**src/rtl/seven_segment_pkg.sv**
```systemverilog
// Shared constants for the multiplexed seven-segment scanner.
// Glyph table, segment bit positions and inactive-level helper.
package seven_segment_pkg;

  localparam int SEG_W = 7;

  localparam int SEG_A = 6;
  localparam int SEG_B = 5;
  localparam int SEG_C = 4;
  localparam int SEG_D = 3;
  localparam int SEG_E = 2;
  localparam int SEG_F = 1;
  localparam int SEG_G = 0;

  localparam logic [SEG_W-1:0] GLYPH_0 = 7'b1111110;
  localparam logic [SEG_W-1:0] GLYPH_1 = 7'b0110000;
  localparam logic [SEG_W-1:0] GLYPH_2 = 7'b1101101;
  localparam logic [SEG_W-1:0] GLYPH_3 = 7'b1111001;
  localparam logic [SEG_W-1:0] GLYPH_4 = 7'b0110011;
  localparam logic [SEG_W-1:0] GLYPH_5 = 7'b1011011;
  localparam logic [SEG_W-1:0] GLYPH_6 = 7'b1011111;
  localparam logic [SEG_W-1:0] GLYPH_7 = 7'b1110000;
  localparam logic [SEG_W-1:0] GLYPH_8 = 7'b1111111;
  localparam logic [SEG_W-1:0] GLYPH_9 = 7'b1110011;
  localparam logic [SEG_W-1:0] GLYPH_A = 7'b1110111;
  localparam logic [SEG_W-1:0] GLYPH_B = 7'b0011111;
  localparam logic [SEG_W-1:0] GLYPH_C = 7'b1001110;
  localparam logic [SEG_W-1:0] GLYPH_D = 7'b0111101;
  localparam logic [SEG_W-1:0] GLYPH_E = 7'b1001111;
  localparam logic [SEG_W-1:0] GLYPH_F = 7'b1000111;

  // Pin level meaning "off" for a given polarity.
  function automatic logic off_level(input logic active_low);
    return active_low;
  endfunction

endpackage

```
**src/rtl/seven_segment_glyph.sv**
```systemverilog
// Hex nibble to logical (active-high) segment pattern.
// Purely combinational lookup.
module seven_segment_glyph
  import seven_segment_pkg::*;
(
  input  logic [3:0]       nibble_i,
  output logic [SEG_W-1:0] seg_o
);

  // Table lookup of the 16 hex glyphs.
  always_comb begin
    seg_o = '0;
    unique case (nibble_i)
      4'h0: seg_o = GLYPH_0;
      4'h1: seg_o = GLYPH_1;
      4'h2: seg_o = GLYPH_2;
      4'h3: seg_o = GLYPH_3;
      4'h4: seg_o = GLYPH_4;
      4'h5: seg_o = GLYPH_5;
      4'h6: seg_o = GLYPH_6;
      4'h7: seg_o = GLYPH_7;
      4'h8: seg_o = GLYPH_8;
      4'h9: seg_o = GLYPH_9;
      4'hA: seg_o = GLYPH_A;
      4'hB: seg_o = GLYPH_B;
      4'hC: seg_o = GLYPH_C;
      4'hD: seg_o = GLYPH_D;
      4'hE: seg_o = GLYPH_E;
      4'hF: seg_o = GLYPH_F;
    endcase
  end

endmodule

```
**src/rtl/seven_segment_scan.sv**
```systemverilog
// Time-multiplexed hex display driver with dead-time,
// frame-synchronous double buffering and output polarity control.
module seven_segment_scan
  import seven_segment_pkg::*;
#(
  parameter int NUM_DIGITS     = 4,
  parameter int CLK_DIV        = 50000,
  parameter int DEAD_CYCLES    = 500,
  parameter int SEG_ACTIVE_LOW = 0,
  parameter int DIG_ACTIVE_LOW = 1,
  parameter int LZ_BLANK       = 1
) (
  input  logic                    CLK_IN,
  input  logic                    RST_IN,
  input  logic [4*NUM_DIGITS-1:0] VALUE_IN,
  input  logic [NUM_DIGITS-1:0]   DP_IN,
  input  logic [NUM_DIGITS-1:0]   BLANK_IN,
  input  logic                    LOAD_IN,
  output logic                    PENDING_OUT,
  output logic [SEG_W-1:0]        SEG_OUT,
  output logic                    DP_OUT,
  output logic [NUM_DIGITS-1:0]   DIGIT_OUT,
  output logic                    FRAME_OUT
);

  localparam int PW = $clog2(CLK_DIV);
  localparam int DW = (NUM_DIGITS > 1) ? $clog2(NUM_DIGITS) : 1;
  localparam int VW = 4 * NUM_DIGITS;
  localparam logic SEG_OFF = off_level(SEG_ACTIVE_LOW != 0);
  localparam logic DIG_OFF = off_level(DIG_ACTIVE_LOW != 0);

  logic [PW-1:0] p_q, p_d;
  logic [DW-1:0] d_q, d_d;

  logic [VW-1:0]         act_val_q, act_val_d;
  logic [NUM_DIGITS-1:0] act_dp_q, act_dp_d;
  logic [NUM_DIGITS-1:0] act_blk_q, act_blk_d;
  logic [VW-1:0]         pnd_val_q, pnd_val_d;
  logic [NUM_DIGITS-1:0] pnd_dp_q, pnd_dp_d;
  logic [NUM_DIGITS-1:0] pnd_blk_q, pnd_blk_d;
  logic                  pnd_q, pnd_d;

  logic [SEG_W-1:0]      seg_q, seg_d;
  logic                  dp_q, dp_d;
  logic [NUM_DIGITS-1:0] dig_q, dig_d;
  logic                  frame_q;

  logic slot_end, frame_end;
  logic show, hi_zero, lz_dark, dark;
  logic [3:0]       nibble;
  logic [SEG_W-1:0] glyph;

  assign slot_end  = (p_q == PW'(CLK_DIV - 1));
  assign frame_end = slot_end && (d_q == DW'(NUM_DIGITS - 1));

  // Prescaler and digit index advance.
  always_comb begin
    p_d = slot_end ? '0 : p_q + 1'b1;
    d_d = d_q;
    if (slot_end) begin
      d_d = frame_end ? '0 : d_q + 1'b1;
    end
  end

  // Pending/active buffer handoff; active only changes on a frame edge.
  always_comb begin
    act_val_d = act_val_q;
    act_dp_d  = act_dp_q;
    act_blk_d = act_blk_q;
    pnd_val_d = pnd_val_q;
    pnd_dp_d  = pnd_dp_q;
    pnd_blk_d = pnd_blk_q;
    pnd_d     = pnd_q;
    if (frame_end) begin
      pnd_d = 1'b0;
      if (LOAD_IN) begin
        act_val_d = VALUE_IN;
        act_dp_d  = DP_IN;
        act_blk_d = BLANK_IN;
      end else if (pnd_q) begin
        act_val_d = pnd_val_q;
        act_dp_d  = pnd_dp_q;
        act_blk_d = pnd_blk_q;
      end
    end else if (LOAD_IN) begin
      pnd_val_d = VALUE_IN;
      pnd_dp_d  = DP_IN;
      pnd_blk_d = BLANK_IN;
      pnd_d     = 1'b1;
    end
  end

  // Leading-zero test: this digit and every higher one are zero.
  always_comb begin
    hi_zero = 1'b1;
    for (int k = 0; k < NUM_DIGITS; k++) begin
      if (DW'(k) >= d_q && act_val_q[4*k +: 4] != 4'h0) begin
        hi_zero = 1'b0;
      end
    end
  end

  assign nibble  = act_val_q[{d_q, 2'b00} +: 4];
  assign lz_dark = (LZ_BLANK != 0) && (d_q != '0) && hi_zero;
  assign dark    = act_blk_q[d_q] || lz_dark;
  assign show    = (DEAD_CYCLES == 0) || (p_q >= PW'(DEAD_CYCLES));

  seven_segment_glyph u_glyph (
    .nibble_i (nibble),
    .seg_o    (glyph)
  );

  // Logical (active-high) pin values for the current slot.
  always_comb begin
    dig_d = show ? (NUM_DIGITS'(1) << d_q) : '0;
    seg_d = (show && !dark) ? glyph : '0;
    dp_d  = show && !dark && act_dp_q[d_q];
  end

  // Scan counters and display buffers.
  always_ff @(posedge CLK_IN) begin
    if (RST_IN) begin
      p_q       <= '0;
      d_q       <= '0;
      act_val_q <= '0;
      act_dp_q  <= '0;
      act_blk_q <= '0;
      pnd_val_q <= '0;
      pnd_dp_q  <= '0;
      pnd_blk_q <= '0;
      pnd_q     <= 1'b0;
    end else begin
      p_q       <= p_d;
      d_q       <= d_d;
      act_val_q <= act_val_d;
      act_dp_q  <= act_dp_d;
      act_blk_q <= act_blk_d;
      pnd_val_q <= pnd_val_d;
      pnd_dp_q  <= pnd_dp_d;
      pnd_blk_q <= pnd_blk_d;
      pnd_q     <= pnd_d;
    end
  end

  // Output registers; polarity is applied only here.
  always_ff @(posedge CLK_IN) begin
    if (RST_IN) begin
      seg_q   <= {SEG_W{SEG_OFF}};
      dp_q    <= SEG_OFF;
      dig_q   <= {NUM_DIGITS{DIG_OFF}};
      frame_q <= 1'b0;
    end else begin
      seg_q   <= seg_d ^ {SEG_W{SEG_OFF}};
      dp_q    <= dp_d ^ SEG_OFF;
      dig_q   <= dig_d ^ {NUM_DIGITS{DIG_OFF}};
      frame_q <= frame_end;
    end
  end

  assign SEG_OUT     = seg_q;
  assign DP_OUT      = dp_q;
  assign DIGIT_OUT   = dig_q;
  assign FRAME_OUT   = frame_q;
  assign PENDING_OUT = pnd_q;

endmodule

```
**config.mk**
```make
export PLATFORM = sky130hd
export DESIGN_NAME = seven_segment_scan
export DESIGN_NICKNAME = d
export VERILOG_FILES = /design/src/rtl/seven_segment_pkg.sv /design/src/rtl/seven_segment_glyph.sv /design/src/rtl/seven_segment_scan.sv
export SDC_FILE = /design/constraint.sdc
export NUM_CORES = 1
export LEC_CHECK = 0
export ABC_AREA = 1
export CAP_MARGIN = 20
export CORE_ASPECT_RATIO = 0.8
export CORE_MARGIN = 2
export CORE_UTILIZATION = 40
export DETAILED_ROUTE_END_ITERATION = 12
export GPL_ROUTABILITY_DRIVEN = 0
export PLACE_DENSITY = 0.56
export SETUP_SLACK_MARGIN = 0.2
export SLEW_MARGIN = 15
export SYNTH_ARGS = -nofsm -noshare
export SYNTH_HDL_FRONTEND = slang
export SYNTH_SLANG_ARGS = --single-unit
```
**constraint.sdc**
```tcl
create_clock -name CLK_IN -period 2.7 [get_ports CLK_IN]
set_input_delay 0.54 -clock CLK_IN [delete_from_list [all_inputs] [get_ports CLK_IN]]
set_output_delay 0.54 -clock CLK_IN [all_outputs]
set_load 0.05 [all_outputs]
```
== Word level (Yosys, flattened, before mapping) ==
Memories as Yosys holds them, arrays and structs flattened. A register that Yosys moved wholly into a read port is not among the register bits.
Cells that the tools add are included.
Storage, ports and cells
  memories: 1
  bits in read-only memories: 112
  input bits: 27
  output and inout port bits: 14
  word-level logic and storage cells: 65
  flip-flop bits (word level): 73
Cells by class
  bitwise logic cells: 3
  equal/unequal tests: 2
  reductions and logical operators: 21
  $add $sub $neg: 2
  mux-type cells: 16
  order comparisons: 6
  shifts and indexed selects: 2
Memory list
  (name not given): words 16, bits a word 7, read ports 1, clocked after Yosys merged registers in 1, write ports 0, line seven_segment_glyph.sv:13  | unique case (nibble_i)
Operators by type and width (number)
  16-bit 2-to-1 mux: 2
  4-bit 2-to-1 mux: 5
  16-bit by 1-bit adder with 16-bit output, second input constant: 1
  16-bit equality test, second input constant: 1
  16-bit by 9-bit greater-or-equal comparator with 1-bit output, second input constant: 1
  4-bit nonzero test: 4
  16-bit by 5-bit indexed part select with 4-bit output: 1
  1-bit logical AND: 8
  1-bit 2-to-1 mux: 6
  2-bit OR reduction: 3
  1-bit binary-select mux with 2-bit select: 2
  1-bit by 2-bit greater-or-equal comparator with 1-bit output, first input constant: 2
  2-bit greater-or-equal comparator, first input constant: 2
  4-bit NOT: 1
  2-bit AND reduction: 2
  2-bit nonzero test: 2
  1-bit by 2-bit left shift with 4-bit output, first input constant: 1
  2-bit by 3-bit less-than comparator with 1-bit output, second input constant: 1
  2-bit by 1-bit adder with 2-bit output, second input constant: 1
  2-bit equality test, second input constant: 1
  2-bit 2-to-1 mux: 1
  1-bit NOT: 2
  1-bit zero test: 1
  1-bit logical OR: 1

== Logic depth before layout (Yosys ltp) ==
Gate-level depths: netlist (run 1).
  depth after elaboration: 12
  mapped depth: 14
  gate-level depth less buffers: 12

== By module ==
A second synthesis (run 1) with hierarchy kept.
Second synthesis, totals
  cell total of the unflattened synthesis: 637
  area, all modules: 4284.1 um^2
Modules (own cells, without submodules)
  seven_segment_scan: area each 4011.3 um^2, cells each 584, times used 1
  seven_segment_glyph: area each 272.8 um^2, cells each 53, times used 1

== Worst setup path after synthesis (run 1) ==
No wires, ideal clock.
  path type: reg2reg
  start point: reg d_q[0]
  end point: reg seg_q[5] (netlist: SEG_OUT[5])
  arrival: 1818 ps
  stages on the path, launching flop included: 13
  clock period less this slack: 1927 ps
  setup slack: 773 ps
  data required time: 2591 ps
  cell sequence: dfxtp_1 clkbuf_2 inv_1 buf_2 nand2_1 a32oi_1 inv_1 ha_1 nand3_1 nand2_1 nand2_1 nand2_1 inv_1
Between the ends
  cells in the longest elaborated chain, start to end: 12
  elaborated cells on any way between the ends: 22
RTL lines
  start: declaration: line seven_segment_scan.sv:33  | logic [DW-1:0] d_q, d_d;
  start signal: assignment: line seven_segment_scan.sv:124  | d_q <= '0;
  start signal: assignment: line seven_segment_scan.sv:134  | d_q <= d_d;
  1-bit by 2-bit greater-or-equal comparator with 1-bit output: line seven_segment_scan.sv:97  | if (DW'(k) >= d_q && act_val_q[4*k +: 4] != 4'h0) begin
  1-bit logical AND: line seven_segment_scan.sv:97
  1-bit 2-to-1 mux (4 in series): line seven_segment_scan.sv:97
  1-bit logical AND: line seven_segment_scan.sv:104  | assign lz_dark = (LZ_BLANK != 0) && (d_q != '0) && hi_zero;
  1-bit logical OR: line seven_segment_scan.sv:105  | assign dark = act_blk_q[d_q] || lz_dark;
  1-bit zero test: line seven_segment_scan.sv:116  | seg_d = (show && !dark) ? glyph : '0;
  1-bit logical AND: line seven_segment_scan.sv:116
  1-bit NOT (no source line)
  2-bit OR reduction (no source line)
  end: declaration: line seven_segment_scan.sv:43  | logic [SEG_W-1:0] seg_q, seg_d;
Several ways; a longest one is shown, not always the timed one. The select of a mux whose other input is x is not followed.
A chain may end at the register's enable or synchronous reset.

== Worst setup path after layout (run 1) ==
  start point: reg d_q[0]
  end point: reg seg_q[3] (netlist: SEG_OUT[3])
Same word-level chain as after synthesis.

==> results of run 1 <==
critical path, cell delays in order (launching register included):
cell,delay (ps)
dfxtp_2,410
inv_1,340
nand2_1,110
a32oi_1,420
inv_1,190
ha_1,340
nand3_1,100
nand2_1,90
nand2_1,50
a21oi_1,140
path summary, 6_finish.rpt:
| kind | endpoint | from | cells past startpoint | slack [ps] |
|---|---|---|---|---|
| max | SEG_OUT[3]$_SDFF_PP0_ | d_q[0]$_SDFFE_PP0P_ | 9 | 440 |
| min | p_q[0]$_SDFF_PP0_ | p_q[0]$_SDFF_PP0_ | 1 | 460 |
| max reg2reg | SEG_OUT[3]$_SDFF_PP0_ | d_q[0]$_SDFFE_PP0P_ | 9 | 440 |
| min reg2reg | p_q[0]$_SDFF_PP0_ | p_q[0]$_SDFF_PP0_ | 1 | 460 |
power breakdown:
group          internal [W]  total (W)  switching [W]
registers           0.00121    0.00123      0.0000161
clock network      0.000754    0.00122       0.000466
logic             0.0000993   0.000212       0.000112
total               0.00206    0.00266       0.000594
stage by stage:
step           hold WS (ps)  area, sq um  total power, W   util
2_1_floorplan           430         4280         0.00139      -
3_3_place_gp            448         4750         0.00146  0.461
3_5_place_dp            455         4750         0.00146  0.461
4_1_cts                 468         5050         0.00269  0.489
5_1_grt                 512         5050         0.00277  0.489
6_report                465         5050         0.00266  0.489
registers in the layout, summed over array words and instances, names as in the netlist:
signal / flops
pnd_blk_q: 4
pnd_val_q: 16
act_blk_q: 4
DIGIT_OUT: 4
FRAME_OUT: 1
d_q: 2
DP_OUT: 1
act_dp_q: 4
p_q: 16
act_val_q: 16
SEG_OUT: 7
pnd_dp_q: 4
PENDING_OUT: 1
cells by family after synthesis:
kind of cell / after synthesis / synth area share
AOI/OAI and AO/OA: 70 / 0.0976
xor gates and xnor gates: 6 / 0.0123
adders and majority gates: 13 / 0.0380
buffers and inverters: 100 / 0.0993
DFF: 80 / 0.374
and+or+nand+nor: 381 / 0.379
per-layer routing:
metal,global-route usage,share of wire,wire [microns]
met2,0.285,0.41,4090
met5,0,0,0
met1,0.269,0.53,5300
met4,0.0441,0.0068,68
met3,0.0434,0.051,512
cell type report:
class,instances,area (sq um),area share
clock buffers,11,253,0.0500
multi-input cells,470,2260,0.447
inverters,65,244,0.0483
flip-flops and latches,80,1600,0.317
well taps,140,175,0.0347
repair buffers,47,478,0.0946
clock inverters,3,42.5,0.00842
cell usage after synthesis:
library cell / number
nand2_1: 160
o211ai_1: 1
clkbuf_2: 1
xor2_1: 5
nor3_1: 5
nor2_1: 122
buf_6: 4
nor3b_1: 1
o21ai_0: 7
a31oi_1: 1
dfxtp_1: 80
nand2_2: 1
nand3b_1: 2
buf_4: 3
a32oi_1: 1
or2_2: 1
nand4_1: 27
xnor2_1: 1
buf_2: 6
clkbuf_1: 15
ha_1: 13
nor3_2: 1
nand3_2: 1
o21a_1: 24
nor2_4: 2
buf_1: 6
nor2_2: 2
nand3_1: 56
inv_1: 63
a21oi_1: 36
inv_2: 2
what timing repair did:
item,CTS,global route
hold buffers,0,0
endpoints found under the setup margin,0,4
resized for setup,0,1
setup buffers,0,0
==> flow_summary_export.csv, run 1 <==
group,metric,value,unit
sta,fmax,443,MHz
cts,root_buffer,"clkbuf_16",
grt,grt_overflow_total,0,
placement,dp.cells,802,
yosys,yosysWarnings,0,
cts,numCtsBuffers,9,
placement,hpwl,6800,microns
yosys,ys_types,31,
floorplan,coreArea,10300,sq um
cts,htreeDepth,3,
worst_setup_path,start_kind,"register",
detailed_routing,drt_wl_total,9970,microns
detailed_routing,vias_per_cell,4.84,
yosys,synth_top_cell_by_area,"dfxtp_1",
min_path,hold_class,"register to register",
yosys,postSynthCellCount,650,
sta,setup_viol,0,
pwr,power_density,526,nW/um^2
worst_setup_path,worstPathArrival,2510,ps
grt,grt_util_all_layers,0.187,
yosys,synth.cell_area,4280,sq um
worst_setup_path,cp_max_fo,18,
cells_and_area,syn_to_final_growth,17.9,%
floorplan,die_area,11600,sq um
yosys,synth-seq-cells,80,
sta,drv_slew,0,
grt,grt_max_degree,50,
sta,fin_crit_sh,0.835,
cts,clock-sinks,80,
cells_and_area,fill_cells,1091,
worst_setup_path,endpoint_kind,"register",
grt,grt_antenna_before_repair,0,
sta,slew_headroom,0.632,
cts,cts_tree,"done",
flow_run,max_cap_violations,0,
sta,worst_slack,445,ps
cells_and_area,final_common_cell,"nand2_1",
cts,path_clk_slew,60,ps
grt,grt_pass1_wl,17500,microns
placement,portBuffers,40,
detailed_routing,ant_nets,0,
pwr,peakVddDrop,0.262,mV
cells_and_area,num-nets-final,713,
cts,clk_latency,330,ps
grt,grt_pass1_vias,3662,
floorplan,die_h,96.6,microns
sta,finClkSkew,5.70,ps
yosys,netlist_top_cells_area,"dfxtp_1 37%, nand2_1 14%, nor2_1 11%",
detailed_routing,route.detailed.drc,0,
detailed_routing,routedWlPerCell,12.2,microns
floorplan,ioPinCount,41,
worst_setup_path,critPathRequiredTime,2950,ps
cts,cts.path.max_buffers,2,
sta,hold_violations,0,
run_status,status,"completed",
placement,pre_cts_slack,413,ps
yosys,ys_seq_area_frac,0.374,
detailed_routing,drt-initial-drc-count,231,
sta,max_slew.worst_pin.slew,551,ps
sta,min_period,2260,ps
detailed_routing,vias,3951,
sta,grt_setup_unrepaired,"false",
worst_setup_path,critical_path_class,"register to register",
cells_and_area,layout_common_cells,"160 x nand2_1, 122 x nor2_1, 79 x dfxtp_1",
yosys,synth_top_area_share,0.374,
sta,tns,0,ps
cells_and_area,drive_gt1_frac,0.0473,
cells_and_area,fin_cells,816,
yosys,syn_nets,690,
detailed_routing,drtPass1Iterations,5,
floorplan,rows,33,
floorplan,initial_core_util,0.415,
yosys,syn_avg_cell_area,6.59,sq um
pwr,cellLeakagePower,2.14,nW
floorplan,die_w,120,microns
cells_and_area,num_antenna_cells,0,
Note: power is estimated with default switching activity, not from simulation.
==> inputs of run 2 (changes only) <==
==> constraint.sdc (replaced) <==
create_clock -name CLK_IN -period 2.1 [get_ports CLK_IN]
set_input_delay 0.42 -clock CLK_IN [delete_from_list [all_inputs] [get_ports CLK_IN]]
set_output_delay 0.42 -clock CLK_IN [all_outputs]
set_load 0.05 [all_outputs]
==> run 2 against run 1 <==
  * Global-route usage up 0.49 points
  * Sequential share of layout area down 1.3 points
  * Critical path depth is 8 lower
  * Clock power grew 47%
  * Via count up 1.9%
  * Sequential power rose by 28%
  * Sequential cell count stayed put
  * Setup slack got worse by 210 ps
  * Non-clock buffer count up 14
  * Cell count rose by 2.1%
  * Design area up 4.3%
==> flow_summary_export.csv, run 2 (same netlist as run 1, synthesis figures left out) <==
group,metric,value,unit
run_status,status,"completed",
grt,grt_pass1_vias,3591,
grt,grt_antenna_before_repair,0,
floorplan,ioPinCount,41,
placement,hpwl,7050,microns
placement,portBuffers,40,
worst_setup_path,r2r-start,"d_q[0]$_SDFFE_PP0P_",
sta,finClkSkew,4.98,ps
cells_and_area,fin_util,0.510,
pwr,power_density,692,nW/um^2
sta,setup_viol,0,
flow_run,max_cap_violations,0,
floorplan,die_w,120,microns
sta,min_period,1860,ps
floorplan,coreArea,10300,sq um
sta,fin_crit_sh,0.887,
worst_setup_path,critPathRequiredTime,1680,ps
worst_setup_path,cp_top_family,"buffers and inverters",
cts,numCtsBuffers,9,
worst_setup_path,critical_path_class,"register to primary output",
worst_setup_path,endpoint_kind,"primary output",
grt,grt_max_degree,50,
min_path,min_path_cells,1,
detailed_routing,routedWlPerCell,12.5,microns
cells_and_area,fill_cells,1063,
cells_and_area,final_common_cell,"nand2_1",
floorplan,rows,33,
pwr,cellLeakagePower,2.30,nW
pwr,peakVddDrop,0.358,mV
cells_and_area,syn_to_final_growth,23.0,%
cts,path_clk_slew,60,ps
cts,cts.path.max_buffers,2,
cells_and_area,layout_common_cells,"160 x nand2_1, 121 x nor2_1, 79 x dfxtp_1",
worst_setup_path,worst-path-buf-inv,1,
sta,hold_violations,0,
worst_setup_path,r2r_setup_slack,330,ps
detailed_routing,drt_wl_total,10400,microns
worst_setup_path,worstPathArrival,1440,ps
worst_setup_path,cp_max_fo,1,
sta,max_slew.worst_pin.slew,502,ps
min_path,worstHoldEndpoint,"p_q[0]$_SDFF_PP0_",
worst_setup_path,reg2reg_to,"SEG_OUT[3]$_SDFF_PP0_",
cts,htreeDepth,3,
cts,clk_latency,340,ps
cells_and_area,num_antenna_cells,0,
worst_setup_path,critPathMaxStageDelay,790,ps
cts,cts_tree,"done",
worst_setup_path,crit_chain,"clkdlybuf4s50_1",
cts,clock-sinks,80,
min_path,hp-start,"p_q[0]$_SDFF_PP0_",
floorplan,die_area,11600,sq um
sta,drv_slew,0,
detailed_routing,vias,4027,
detailed_routing,drt-initial-drc-count,280,
grt,grt_overflow_total,0,
grt,grt_util_all_layers,0.192,
detailed_routing,drtPass1Iterations,4,
sta,slew_headroom,0.665,
detailed_routing,vias_per_cell,4.83,
cells_and_area,reg.largest.list,"act_val_q (16), p_q (16), pnd_val_q (16)",
detailed_routing,route.detailed.drc,0,
worst_setup_path,slowest_stage,"clkdlybuf4s50_1",
cts,root_buffer,"clkbuf_16",
worst_setup_path,reg2reg_depth,9,
floorplan,die_h,96.6,microns
min_path,hold_class,"register to register",
sta,grt_setup_unrepaired,"true",
sta,tns,0,ps
detailed_routing,ant_nets,0,
cts,holdBufCountCts,0,
grt,grt_pass1_wl,17800,microns
cells_and_area,multi_input_area,2290,sq um
cells_and_area,num-nets-final,728,
cells_and_area,drive_gt1_frac,0.0765,
sta,fmax,537,MHz
floorplan,initial_core_util,0.415,
cells_and_area,register_area,1600,sq um
worst_setup_path,start_kind,"register",
-- run 2: cell count changes in the layout (fill, tap and decap cells not counted), moves of 2 or more --
cell / change
bufinv_16: +2
buf_4: +12
buf_12: +2
inv_2: +2
clkbuf_1: +2
clkdlybuf4s50_1: -4
clkbuf_8: -2
dlymetal6s2s_1: +3
inv_1: -3
-- run 2: timing repair --
| action | CTS | global route |
|---|---|---|
| cloned | 0 | 1 |
| pin swaps | 0 | 1 |
| setup endpoints to repair | 3 | 57 |
| resized for setup | 3 | 13 |
| setup buffers | 0 | 7 |
-- run 2: worst max path at each step --
stage          cells after the start  slack (ps)                start                         to
6_report                           1         240    DP_OUT$_SDFF_PP0_                     DP_OUT
3_5_place_dp                      10         210  d_q[1]$_SDFFE_PP0P_      SEG_OUT[5]$_SDFF_PP0_
4_1_cts                            8         210  d_q[1]$_SDFFE_PP0P_      SEG_OUT[3]$_SDFF_PP0_
2_1_floorplan                     12         250  d_q[0]$_SDFFE_PP0P_      SEG_OUT[5]$_SDFF_PP0_
3_3_place_gp                      10         240  d_q[1]$_SDFFE_PP0P_      SEG_OUT[5]$_SDFF_PP0_
5_1_grt                            9         180    p_q[0]$_SDFF_PP0_  act_val_q[3]$_SDFFE_PP0P_
-- run 2: power by group --
part           total [W]  switching (W)  leakage, nW  internal (W)
combinational   0.000279       0.000149         1.48      0.000130
sequential       0.00158      0.0000210        0.652       0.00156
clock            0.00179       0.000626        0.164       0.00116
-- run 2: through the flow --
step	instances	hold slack (ps)	area (sq um)	total power, W	worst slack [ps]
6_report	833	477	5270	0.00365	236
4_1_cts	825	481	5180	0.00369	215
3_5_place_dp	809	467	4830	0.00189	212
2_1_floorplan	650	430	4290	0.00178	253
3_3_place_gp	809	448	4830	0.00188	239
5_1_grt	833	504	5270	0.00381	181
-- run 2: worst reg2reg max path, delay by kind of cell, from the launching register on --
family	cells	cell delay (ps)
compound gates	2	380
fa+ha+maj	1	310
buf+inv	2	290
flops	1	370
simple gates	4	340
-- run 2: layout make-up --
type                            instances  area share
Clock inverter                          5      0.0197
Sequential cell                        80       0.304
Tap cell                              140      0.0332
Inverter                               65      0.0470
Timing Repair Buffer                   61       0.117
Multi-Input combinational cell        471       0.435
Clock buffer                           11      0.0442
-- run 2: per-layer routing --
layer	GRT usage	wire, microns
met1	0.286	5550
met2	0.279	4280
met3	0.0428	471
met4	0.0490	110
met5	0	0
